### config.mk
export PLATFORM = sky130hd
export DESIGN_NAME = echo_client
export DESIGN_NICKNAME = d
export VERILOG_FILES = /design/src/rtl/echo_client.sv
export SDC_FILE = /design/constraint.sdc
export NUM_CORES = 1
export LEC_CHECK = 0
export CAP_MARGIN = 20
export CORE_MARGIN = 10
export CORE_UTILIZATION = 42
export CTS_BUF_LIST = sky130_fd_sc_hd__clkbuf_4 sky130_fd_sc_hd__clkbuf_8 sky130_fd_sc_hd__clkbuf_16
export DETAILED_ROUTE_END_ITERATION = 10
export PLACE_DENSITY = 0.78
export SYNTH_ARGS = -nofsm -noshare
export SYNTH_HDL_FRONTEND = slang
export SYNTH_SLANG_ARGS = --single-unit
### constraint.sdc
create_clock -name CLK -period 6.9 [get_ports CLK]
set_input_delay 1.38 -clock CLK [delete_from_list [all_inputs] [get_ports CLK]]
set_output_delay 1.38 -clock CLK [all_outputs]
set_load 0.02 [all_outputs]
### src/rtl/echo_client.sv
// echo_client: initiator end of the echo request/indication protocol.
// Issues a burst of start_count requests carrying seed, seed+STEP, ...,
// keeps up to MAX_OUTSTANDING of them in flight and checks every in-order
// indication against the value it is expected to return.
//
// Optional build macro: ECHO_CLIENT_TIMEOUT_EN adds a watchdog that ends a
// burst with timeout=1 when no indication arrives for TIMEOUT_CYCLES
// cycles while requests are outstanding.
//
// Handshake semantics (both channels): a transfer happens in exactly the
// cycle where __ENA and __RDY are both high. echoReq__ENA is only raised
// while echoReq__RDY is high. An ind_echo__ENA seen while ind_echo__RDY is
// low is not a transfer; it is counted as a spurious indication.
module echo_client #(
    parameter int          MAX_OUTSTANDING = 4,
    parameter logic [31:0] STEP            = 32'd1
`ifdef ECHO_CLIENT_TIMEOUT_EN
    ,
    parameter int          TIMEOUT_CYCLES  = 1024
`endif
) (
    input  logic        CLK,
    input  logic        nRST,
    output logic        start__RDY,
    input  logic        start__ENA,
    input  logic [15:0] start_count,
    input  logic [31:0] start_seed,
    input  logic        echoReq__RDY,
    output logic        echoReq__ENA,
    output logic [31:0] echoReq_v,
    output logic        ind_echo__RDY,
    input  logic        ind_echo__ENA,
    input  logic [31:0] ind_echo_v,
    output logic        busy,
    output logic        done,
    output logic [15:0] resp_count,
    output logic [15:0] err_count,
`ifdef ECHO_CLIENT_TIMEOUT_EN
    output logic        timeout,
`endif
    output logic [1:0]  dbg_state
);

    typedef enum logic [1:0] {
        S_IDLE  = 2'd0,
        S_RUN   = 2'd1,
        S_DRAIN = 2'd2,
        S_DONE  = 2'd3
    } state_t;

    localparam logic [3:0] MAX_OS = 4'(MAX_OUTSTANDING);

`ifdef ECHO_CLIENT_TIMEOUT_EN
    localparam int WD_W = $clog2(TIMEOUT_CYCLES + 1);
    localparam logic [WD_W-1:0] WD_LAST = WD_W'(TIMEOUT_CYCLES - 1);
    logic [WD_W-1:0] wd;
`endif

    state_t      state;
    logic [15:0] count;
    logic [15:0] sent;
    logic [31:0] next_val;
    logic [31:0] exp_val;
    logic [3:0]  outstanding;

    logic fire;
    logic accept;
    logic spurious;
    logic mismatch;

    // Handshake decode: issue and accept conditions for this cycle.
    always_comb begin
        fire     = (state == S_RUN) && (sent < count) &&
                   (outstanding < MAX_OS) && echoReq__RDY;
        ind_echo__RDY = ((state == S_RUN) || (state == S_DRAIN)) &&
                        (outstanding != 4'd0);
        accept   = ind_echo__ENA && ind_echo__RDY;
        spurious = ind_echo__ENA && !ind_echo__RDY;
        mismatch = accept && (ind_echo_v != exp_val);
    end

    assign echoReq__ENA = fire;
    assign echoReq_v    = next_val;
    assign start__RDY   = (state == S_IDLE) || (state == S_DONE);
    assign busy         = (state == S_RUN) || (state == S_DRAIN);
    assign done         = (state == S_DONE);
    assign dbg_state    = state;

    // Burst FSM with its data, credit and response/error counters.
    always_ff @(posedge CLK) begin
        if (!nRST) begin
            state       <= S_IDLE;
            count       <= 16'd0;
            sent        <= 16'd0;
            next_val    <= 32'd0;
            exp_val     <= 32'd0;
            outstanding <= 4'd0;
            resp_count  <= 16'd0;
            err_count   <= 16'd0;
`ifdef ECHO_CLIENT_TIMEOUT_EN
            wd          <= '0;
            timeout     <= 1'b0;
`endif
        end else begin
            // Mismatches and spurious indications are counted in any state;
            // a start in the same cycle overrides this below.
            if ((mismatch || spurious) && (err_count != 16'hFFFF))
                err_count <= err_count + 16'd1;

            case (state)
                S_IDLE, S_DONE: begin
                    if (start__ENA) begin
                        count       <= start_count;
                        next_val    <= start_seed;
                        exp_val     <= start_seed;
                        sent        <= 16'd0;
                        resp_count  <= 16'd0;
                        outstanding <= 4'd0;
                        err_count   <= 16'd0;
                        state       <= (start_count == 16'd0) ? S_DONE : S_RUN;
`ifdef ECHO_CLIENT_TIMEOUT_EN
                        wd          <= '0;
                        timeout     <= 1'b0;
`endif
                    end
                end
                S_RUN, S_DRAIN: begin
                    if (fire) begin
                        next_val <= next_val + STEP;
                        sent     <= sent + 16'd1;
                    end
                    if (accept) begin
                        exp_val    <= exp_val + STEP;
                        resp_count <= resp_count + 16'd1;
                    end
                    // Issue and accept in the same cycle cancel out.
                    case ({fire, accept})
                        2'b10:   outstanding <= outstanding + 4'd1;
                        2'b01:   outstanding <= outstanding - 4'd1;
                        default: outstanding <= outstanding;
                    endcase
                    if ((state == S_RUN) && fire && (sent + 16'd1 == count))
                        state <= S_DRAIN;
                    if ((state == S_DRAIN) && accept &&
                        (resp_count + 16'd1 == count))
                        state <= S_DONE;
`ifdef ECHO_CLIENT_TIMEOUT_EN
                    // Watchdog only runs while something is owed to us.
                    if (accept || (outstanding == 4'd0)) begin
                        wd <= '0;
                    end else if (wd == WD_LAST) begin
                        wd          <= '0;
                        timeout     <= 1'b1;
                        outstanding <= 4'd0;
                        state       <= S_DONE;
                    end else begin
                        wd <= wd + 1'b1;
                    end
`endif
                end
                default: state <= S_IDLE;
            endcase
        end
    end

endmodule

==> results of run 1 <==
-- report_power, final --
part	leakage, nW	switching [mW]	internal [mW]
Sequential	1.09	0.179	0.885
Combinational	2.62	0.711	0.459
Clock	0.314	0.352	0.628
-- state kept, by name, summed over array words and instances, names as in the netlist --
register and count:
exp_val 32, echoReq_v 32, err_count 16, dbg_state 2
sent 16, count 16, resp_count 16, outstanding 4
-- through the flow --
| stage | instances | total power [mW] | instance area, um^2 | utilization, % |
|---|---|---|---|---|
| 2_1_floorplan | 1183 | 1.78 | 8770 | - |
| 3_3_place_gp | 1550 | 2.19 | 10500 | 51.5 |
| 3_5_place_dp | 1550 | 2.22 | 10500 | 51.5 |
| 4_1_cts | 1582 | 3.19 | 11100 | 54.6 |
| 5_1_grt | 1583 | 3.38 | 11100 | 54.7 |
| 6_report | 1583 | 3.21 | 11100 | 54.7 |
-- cell families (layout without fill, tap and decap cells) --
kind of cell    after synthesis  after routing  synth area share [%]
xor+xnor                     97             97                  9.69
buf+inv                     106            236                  4.78
fa+ha+maj                    27             27                  3.94
flops                       134            134                  30.6
mux                           9              9                  1.06
compound gates              316            316                  22.1
simple gates                494            494                  27.8
-- final cells by class --
cell class	instances	area, um^2
clock buffer	25	517
multi-input combinational	943	5690
tap	270	338
sequential	134	2680
inverter	37	139
fill	1837	9220
timing repair buffer	167	1660
clock inverter	7	116
-- layer usage --
metal | vias up | track usage, %
met2 | 466 | 34.2
met5 | - | 0
met1 | 4474 | 29.1
met4 | 0 | 7.41
met3 | 56 | 5.53
li1 | 4478 | -
-- worst reg2reg max path, delay by kind of cell, from the launching register on --
kind                       cells  cell delay (ns)
AOI/OAI and AO/OA              6             0.99
adders and majority gates      2             0.61
buffers and inverters          3             0.42
DFF                            1             0.46
and+or+nand+nor                3             1.18
-- path summary, 6_finish.rpt --
| path | start | endpoint | depth (start not counted) |
|---|---|---|---|
| hold / removal | echoReq_v[31]$_SDFFE_PN0P_ | echoReq_v[31]$_SDFFE_PN0P_ | 2 |
| hold reg to reg | echoReq_v[31]$_SDFFE_PN0P_ | echoReq_v[31]$_SDFFE_PN0P_ | 2 |
| setup / recovery | echoReq__RDY | echoReq__ENA | 6 |
| setup reg to reg | dbg_state[0]$_SDFFE_PN0P_ | outstanding[3]$_SDFFE_PN0P_ | 14 |
-- cells in the final DEF, fill, tap and decap left out, types with 4 or more instances in the layout --
master           instances
clkdlybuf4s50_1        155
nand2_1                143
dfxtp_1                134
nor2_1                 132
a21oi_1                116
o21ai_0                 80
xnor2_1                 56
nand3_1                 49
xor2_1                  41
inv_1                   35
nor3_1                  30
ha_1                    25
nor4_1                  23
nand4_1                 21
and3_1                  20
a31oi_1                 18
or3_1                   17
clkbuf_16               17
nand3b_1                11
buf_4                   11
and2_1                   9
a22oi_1                  9
o221a_2                  8
a211oi_1                 8
o31ai_1                  8
a21o_1                   7
o211ai_1                 7
o22ai_1                  7
mux2i_1                  7
and4_1                   6
o41ai_1                  5
clkbuf_8                 5
or4_1                    4
o21a_1                   4
or2_2                    4
==> flow_summary.ini, run 1 <==
[hold_path]
hp-class = register to register

[detailed_routing]
drt_first_iter_violations = 1128
m1WireLength_um = 12700
drt_first_pass_iters = 5
avgViaCountPerCell = 5.98
route.top_layer_used = met4
drcViolationCount = 0
length_of_routed_met3_wiring_um = 3130
antenna_violating_nets_post_route = 0
via_count = 9474
routed_wire_length_per_instance_um = 19.2
routed_wirelength_um = 30400
wl_met2_um = 13800

[sta]
max_slew_margin_pct = 36.3
timing.final.hold_violations = 0
finClkSkew_ns = 0.00656
setup-tns-final_ns = 0
final.period_utilization_pct = 68.4
rsz0062_at_grt = no
slew_viol_final = 0
timing.final.crit_period_ns = 4.72
final_critical_path_setup_slack_ns = 2.18
timing_worst_slew_pin_value_ns = 0.955
achievable-frequency_mhz = 212
hold-worst-slack_ns = 0.491
report.final.setup_viol = 0

[yosys]
ys_top_cells_by_area = dfxtp_1 31%, a21oi_1 6.6%, nand2_1 6.1%
synthesis.yosys.warnings = 0
synth-seq-cells = 134
syn-instance-count = 1183
postSynthAreaPerCell_um2 = 7.41
synth_enable_flop_cells = 0
synth_area_leader_cell = dfxtp_1
synth_seq_area_share_pct = 30.6
async_flop_share_pct = 0
mappedNetlistNets = 1295
mapped_cell_area_um2 = 8770
post_synth_num_cell_types = 81
synthMostInstantiatedCell = nand2_1
synthDominantCellAreaShare_pct = 30.6
synth-main-ff-cell = dfxtp_1
synth.cells.most_frequent = 143 x nand2_1, 134 x dfxtp_1, 133 x nor2_1

[die]
core_area_um2 = 20400
initial_core_util_pct = 43.1
die_h_um = 165
ioPinCount = 156
placementRows = 52
die_w_um = 165
die_area_um2 = 27100

[power_and_ir_drop]
power_density_nw_per_um2 = 288
vdd_drop_max_v = 0.000151
p_leak_nw = 4.02

[placed_design]
buffer_ports.inserted = 155
place_worst_setup_slack_ns = 2.18
gp_congestion = 0.952
dpl.hpwl_um = 21900

[global_routing]
groute.usage.overall_pct = 22.0
first_global_vias = 8890
grt_remaining_overflow = 0
grt_antenna_before_repair = 0
grt_pass1_wl_um = 48300
maximum_number_of_pins_on_one_net_before_global_route_repair = 76

[worst_setup_path]
setup.reg_to_reg.worst_slack_ns = 3.18
max_stage_delay_ns = 0.69
path_buf_inv = 2
setup.worst_path.end_class = output port
critical-path-slowest-cell = clkdlybuf4s50_1
required_ns = 5.52
timing.setup.critical_path_class = input pin to output port
critPathTopFamily = buffers and inverters
worstPathMaxFanout = 3
critPathMostFrequentCell = clkdlybuf4s50_1
timing.critical_path.cells = clkdlybuf4s50_1, nand2_1, nor4_1, o211ai_1, nor2_1, clkdlybuf4s50_1
cp.arrival_ns = 3.34
setup.worst_path.start_class = input pin

[layout]
design.final.nets = 1412
drive_above_1_share_pct = 6.32
antenna_cells_inserted = 0
area.growth.synth_to_final_pct = 27.1

[job]
drv.max_cap_violation_count = 0

[outcome]
status = completed

[clocking]
max-clock-path-buffers = 2
cts_sinks = 134
cts_inserted_buffers = 17
cts_post_setup_buffers_inserted = 0
cts.repair.resized = 0
cts_root_buffer = clkbuf_16
cts.htree.levels = 4
path_clk_slew_ns = 0.06
hold_buffers = 0
insertion_delay_ns = 0.43
tritoncts = yes
Note: power is estimated with default switching activity, not from simulation.
==> inputs of run 2 (changes only) <==
==> constraint.sdc (replaced) <==
create_clock -name CLK -period 4.4 [get_ports CLK]
set_input_delay 0.88 -clock CLK [delete_from_list [all_inputs] [get_ports CLK]]
set_output_delay 0.88 -clock CLK [all_outputs]
set_load 0.02 [all_outputs]
==> run 2 against run 1 <==
Setup slack worse by 1.7 ns. Non-clock buffer count up 3. Via count decreased by 0.31%. Critical path type is now register to output port. Clock skew grew 0.0032 ns. Wire length fell by 1.5%. Global-route usage is 0.48 points lower. Sequential cell count is the same.
==> flow_summary.ini, run 2 (synthesis results as in run 1) <==
[clocking]
hold_buffers = 0
cts_post_setup_buffers_inserted = 0
cts.repair.resized = 0
path_clk_slew_ns = 0.06
cts_root_buffer = clkbuf_16
insertion_delay_ns = 0.43
cts_sinks = 134
cts.htree.levels = 4
max-clock-path-buffers = 2
tritoncts = yes
cts_inserted_buffers = 17

[layout]
final_cell_count_no_fill = 1586
layout.cells.most_common_list = 155 x clkdlybuf4s50_1, 143 x nand2_1, 134 x dfxtp_1, 132 x nor2_1, 116 x a21oi_1
drive_above_1_share_pct = 6.53
area.growth.synth_to_final_pct = 27.0
most_common_library_cell_in_the_layout_ignoring_fill_and_taps = clkdlybuf4s50_1
design.final.nets = 1415
num-fill-cells = 1877
antenna_cells_inserted = 0

[detailed_routing]
antenna_violating_nets_post_route = 0
routed_wirelength_um = 30000
avgViaCountPerCell = 5.96
drcViolationCount = 0
via_count = 9445
routed_wire_length_per_instance_um = 18.9
drt_first_pass_iters = 7
drt_first_iter_violations = 1100

[job]
drv.max_cap_violation_count = 0

[die]
core_area_um2 = 20400
die_area_um2 = 27100
initial_core_util_pct = 43.1
placementRows = 52
ioPinCount = 156
die_w_um = 165
die_h_um = 165

[worst_setup_path]
timing.critical_path.cells = inv_1, ha_1, and3_1, o21ai_0, o211ai_1, nor2_1, clkdlybuf4s50_1
cp.arrival_ns = 3.01
setup.worst_path.start_class = register
path_buf_inv = 2
r2r_cells = 10
required_ns = 3.52
critical-path-slowest-cell = clkdlybuf4s50_1
max_stage_delay_ns = 0.70
setup.worst_path.end_class = output port
critPathTopFamily = buffers and inverters
critical_path_depth = 7
worstPathMaxFanout = 5
timing.setup.critical_path_class = register to output port
setup.reg_to_reg.worst_slack_ns = 0.92

[global_routing]
maximum_number_of_pins_on_one_net_before_global_route_repair = 95
first_global_vias = 8577
groute.usage.overall_pct = 21.5
grt_antenna_before_repair = 0
grt_pass1_wl_um = 47100
grt_remaining_overflow = 0

[sta]
timing.final.crit_period_ns = 3.89
setup-tns-final_ns = 0
finClkSkew_ns = 0.00974
hold-worst-slack_ns = 0.503
max_slew_margin_pct = 38.2
slew_viol_final = 0
report.final.setup_viol = 0
achievable-frequency_mhz = 257
timing_worst_slew_pin_value_ns = 0.928
rsz0062_at_grt = no
timing.final.hold_violations = 0
final.period_utilization_pct = 88.4

[outcome]
status = completed

[placed_design]
gp_congestion = 0.918
dp_cells = 1554
dpl.hpwl_um = 21900
buffer_ports.inserted = 155

[power_and_ir_drop]
vdd_drop_max_v = 0.000308
power_density_nw_per_um2 = 447
p_leak_nw = 4.03

[hold_path]
hp-class = register to register
hold_depth = 2
## run 2: per-stage QoR
| stage | power, mW | setup slack (ns) | util, % | area [um^2] |
|---|---|---|---|---|
| 3_3_place_gp | 3.42 | 0.701 | 51.7 | 10500 |
| 3_5_place_dp | 3.46 | 0.674 | 51.7 | 10500 |
| 4_1_cts | 4.96 | 0.556 | 54.7 | 11100 |
| 6_report | 4.98 | 0.512 | 54.7 | 11100 |
| 5_1_grt | 5.24 | 0.375 | 54.7 | 11100 |
| 2_1_floorplan | 2.78 | 1.30 | - | 8770 |
## run 2: final timing paths
path | startpoint | end
hold reg to reg | err_count[14]$_SDFF_PN0_ | err_count[14]$_SDFF_PN0_
setup reg to reg | count[13]$_SDFFE_PN0P_ | echoReq_v[30]$_SDFFE_PN0P_
hold / removal | err_count[14]$_SDFF_PN0_ | err_count[14]$_SDFF_PN0_
setup / recovery | count[13]$_SDFFE_PN0P_ | echoReq__ENA
## run 2: worst register-to-register path: stages (launching register included)
cell      delay (ns)
dfxtp_1         0.45
inv_1           0.13
ha_1            0.32
nand4_1         0.19
nor3_1          0.39
o311ai_1        0.28
nand3_1         0.15
buf_4           0.30
nand2_1         0.60
o21a_1          0.30
o221a_2         0.26
## run 2: layout make-up
| cell class | count | area (um^2) | area share, % |
|---|---|---|---|
| timing repair buffer | 170 | 1680 | 15.1 |
| clock buffer | 24 | 490 | 4.40 |
| multi-input combinational | 943 | 5690 | 51.1 |
| clock inverter | 8 | 123 | 1.10 |
| inverter | 37 | 139 | 1.25 |
| sequential | 134 | 2680 | 24.1 |
| tap | 270 | 338 | 3.03 |
## run 2: where the power goes
| group | internal [mW] | switching [mW] |
|---|---|---|
| clock network | 0.951 | 0.550 |
| registers | 1.39 | 0.274 |
| logic | 0.710 | 1.11 |
| total | 3.05 | 1.93 |
## run 2: routing by layer
metal  wire length (um)  track usage (%)  vias to the layer above
met2              13300             32.2                      465
met1              12700             29.3                     4428
met5                  0                0                        -
met4                692             7.33                        0
li1                   -                -                     4506
met3               3310             5.73                       46
==> inputs of run 3 (changes only) <==
--- a/config.mk
+++ b/config.mk
@@ -6,7 +6,7 @@
 export NUM_CORES = 1
 export LEC_CHECK = 0
 export CAP_MARGIN = 20
-export CORE_MARGIN = 10
+export CORE_MARGIN = 5
 export CORE_UTILIZATION = 42
 export CTS_BUF_LIST = sky130_fd_sc_hd__clkbuf_4 sky130_fd_sc_hd__clkbuf_8 sky130_fd_sc_hd__clkbuf_16
 export DETAILED_ROUTE_END_ITERATION = 10
==> run 3 against run 2 <==
First-iteration DRC count shrank 7.9%. Maximum frequency grew 5.6%. Clock skew is essentially flat. Die area shrank 12%. Largest power group unchanged. Count of clock-buffer cells in the layout grew 1. Critical path type unchanged. Setup slack gained 0.21 ns. Design area grew 0.20%. Sequential cell count is the same.
==> flow_summary.ini, run 3 (synthesis results as in run 1) <==
[worst_setup_path]
worstPathMaxFanout = 4
critical-path-slowest-cell = clkdlybuf4s50_1
setup.worst_path.start_class = register
cp.arrival_ns = 2.80
required_ns = 3.52
worst_r2r_startpoint = count[1]$_SDFFE_PN0P_
crit_startpoint = count[1]$_SDFFE_PN0P_
timing.setup.critical_path_class = register to output port
setup.worst_path.end_class = output port
timing.critical_path.cells = inv_1, ha_1, nor2b_1, o2111a_1, o311a_1, nor2_1, clkdlybuf4s50_1
max_stage_delay_ns = 0.67

[clocking]
tritoncts = yes
hold_buffers = 0
cts.repair.resized = 0
insertion_delay_ns = 0.43
cts.htree.levels = 4
path_clk_slew_ns = 0.05
cts_post_setup_buffers_inserted = 0
cts_root_buffer = clkbuf_16
max-clock-path-buffers = 2
cts_inserted_buffers = 17
cts_sinks = 134

[sta]
achievable-frequency_mhz = 272
final.period_utilization_pct = 83.6
max_slew_margin_pct = 50.6
timing_worst_slew_pin_value_ns = 0.737
slew_viol_final = 0
setup-tns-final_ns = 0
timing.final.crit_period_ns = 3.68
finClkSkew_ns = 0.00966
hold-worst-slack_ns = 0.502
final_critical_path_setup_slack_ns = 0.720
report.final.setup_viol = 0
rsz0062_at_grt = no
timing.final.hold_violations = 0

[hold_path]
worst_hold_startpoint = echoReq_v[31]$_SDFFE_PN0P_
hp-class = register to register

[placed_design]
dpl.hpwl_um = 21300
place_worst_setup_slack_ns = 0.719
buffer_ports.inserted = 155
dpl_cell_area_um2 = 10500
gp_congestion = 0.919

[global_routing]
grt_antenna_before_repair = 0
grt_pass1_wl_um = 46100
groute.usage.overall_pct = 23.5
grt_remaining_overflow = 0
first_global_vias = 8667
maximum_number_of_pins_on_one_net_before_global_route_repair = 52

[die]
placementRows = 52
ioPinCount = 156
initial_core_util_pct = 42.9
die_area_um2 = 23900
core_area_um2 = 20400
die_w_um = 155
die_h_um = 155

[job]
drv.max_cap_violation_count = 0

[detailed_routing]
routed_wire_length_per_instance_um = 18.3
drt_first_pass_iters = 5
length_of_routed_met3_wiring_um = 2500
route.top_layer_used = met4
wl_met2_um = 13000
routed_wirelength_um = 29100
drt_first_iter_violations = 1013
via_count = 9469
drcViolationCount = 0
antenna_violating_nets_post_route = 0
avgViaCountPerCell = 5.96
m1WireLength_um = 12800

[layout]
final_design_area_no_fill_um2 = 11200
post-route-util_pct = 54.6
layout.cells.most_common_list = 155 x clkdlybuf4s50_1, 143 x nand2_1, 134 x dfxtp_1, 132 x nor2_1, 116 x a21oi_1
area.growth.synth_to_final_pct = 27.3
most_common_library_cell_in_the_layout_ignoring_fill_and_taps = clkdlybuf4s50_1
drive_above_1_share_pct = 6.68
design.final.nets = 1417
antenna_cells_inserted = 0
num-fill-cells = 1900

[outcome]
status = completed

[power_and_ir_drop]
vdd_drop_max_v = 0.000279
p_leak_nw = 4.03
power_density_nw_per_um2 = 445
[run 3: cell count changes in the layout (fill, tap and decap cells not counted)]
| cell | before | now |
|---|---|---|
| buf_4 | 14 | 16 |
| a31oi_2 | 1 | 0 |
| bufinv_16 | 3 | 2 |
| clkbuf_4 | 5 | 4 |
| clkbuf_8 | 2 | 4 |
| buf_12 | 1 | 0 |
| clkinv_2 | 3 | 2 |
| clkinvlp_4 | 0 | 2 |
| a31oi_4 | 0 | 1 |
| buf_16 | 0 | 1 |
| clkinv_4 | 2 | 1 |
[run 3: cell type report]
class	count	area (um^2)	area share [%]
multi-input combinational	943	5700	51.1
sequential	134	2680	24.0
timing repair buffer	172	1700	15.2
clock buffer	25	510	4.57
tap	270	338	3.03
inverter	37	139	1.24
clock inverter	7	93.8	0.841
[run 3: layer usage]
metal	vias to the layer above	GRT usage [%]
li1	4492	-
met1	4476	32.8
met2	437	36.0
met3	64	4.97
met4	0	8.33
met5	-	0
[run 3: report_power, final]
group          total [mW]  internal [mW]  leakage (nW)  switching, mW
logic                1.84          0.731          2.64           1.11
clock network        1.46          0.918         0.297          0.543
registers            1.67           1.39          1.09          0.278
[run 3: final timing paths]
kind | cells past startpoint | slack (ns) | to
worst max-delay path | 7 | 0.72 | echoReq__ENA
worst min-delay path | 2 | 0.50 | echoReq_v[31]$_SDFFE_PN0P_
worst max register to register | 15 | 1.06 | outstanding[3]$_SDFFE_PN0P_
worst min register to register | 2 | 0.50 | echoReq_v[31]$_SDFFE_PN0P_
[run 3: critical path: cells and delay by family, from the launching register on]
family | cells | cell delay [ns]
AO/OA/AOI/OAI | 2 | 0.63
adder cells (fa/ha/maj) | 1 | 0.28
buffers and inverters | 2 | 0.74
flip-flops | 1 | 0.43
AND/OR/NAND/NOR | 2 | 0.29
[run 3: through the flow]
step	instances	power, mW
6_report	1588	4.97
5_1_grt	1588	5.22
4_1_cts	1587	4.92
3_5_place_dp	1555	3.46
3_3_place_gp	1555	3.42
2_1_floorplan	1183	2.78
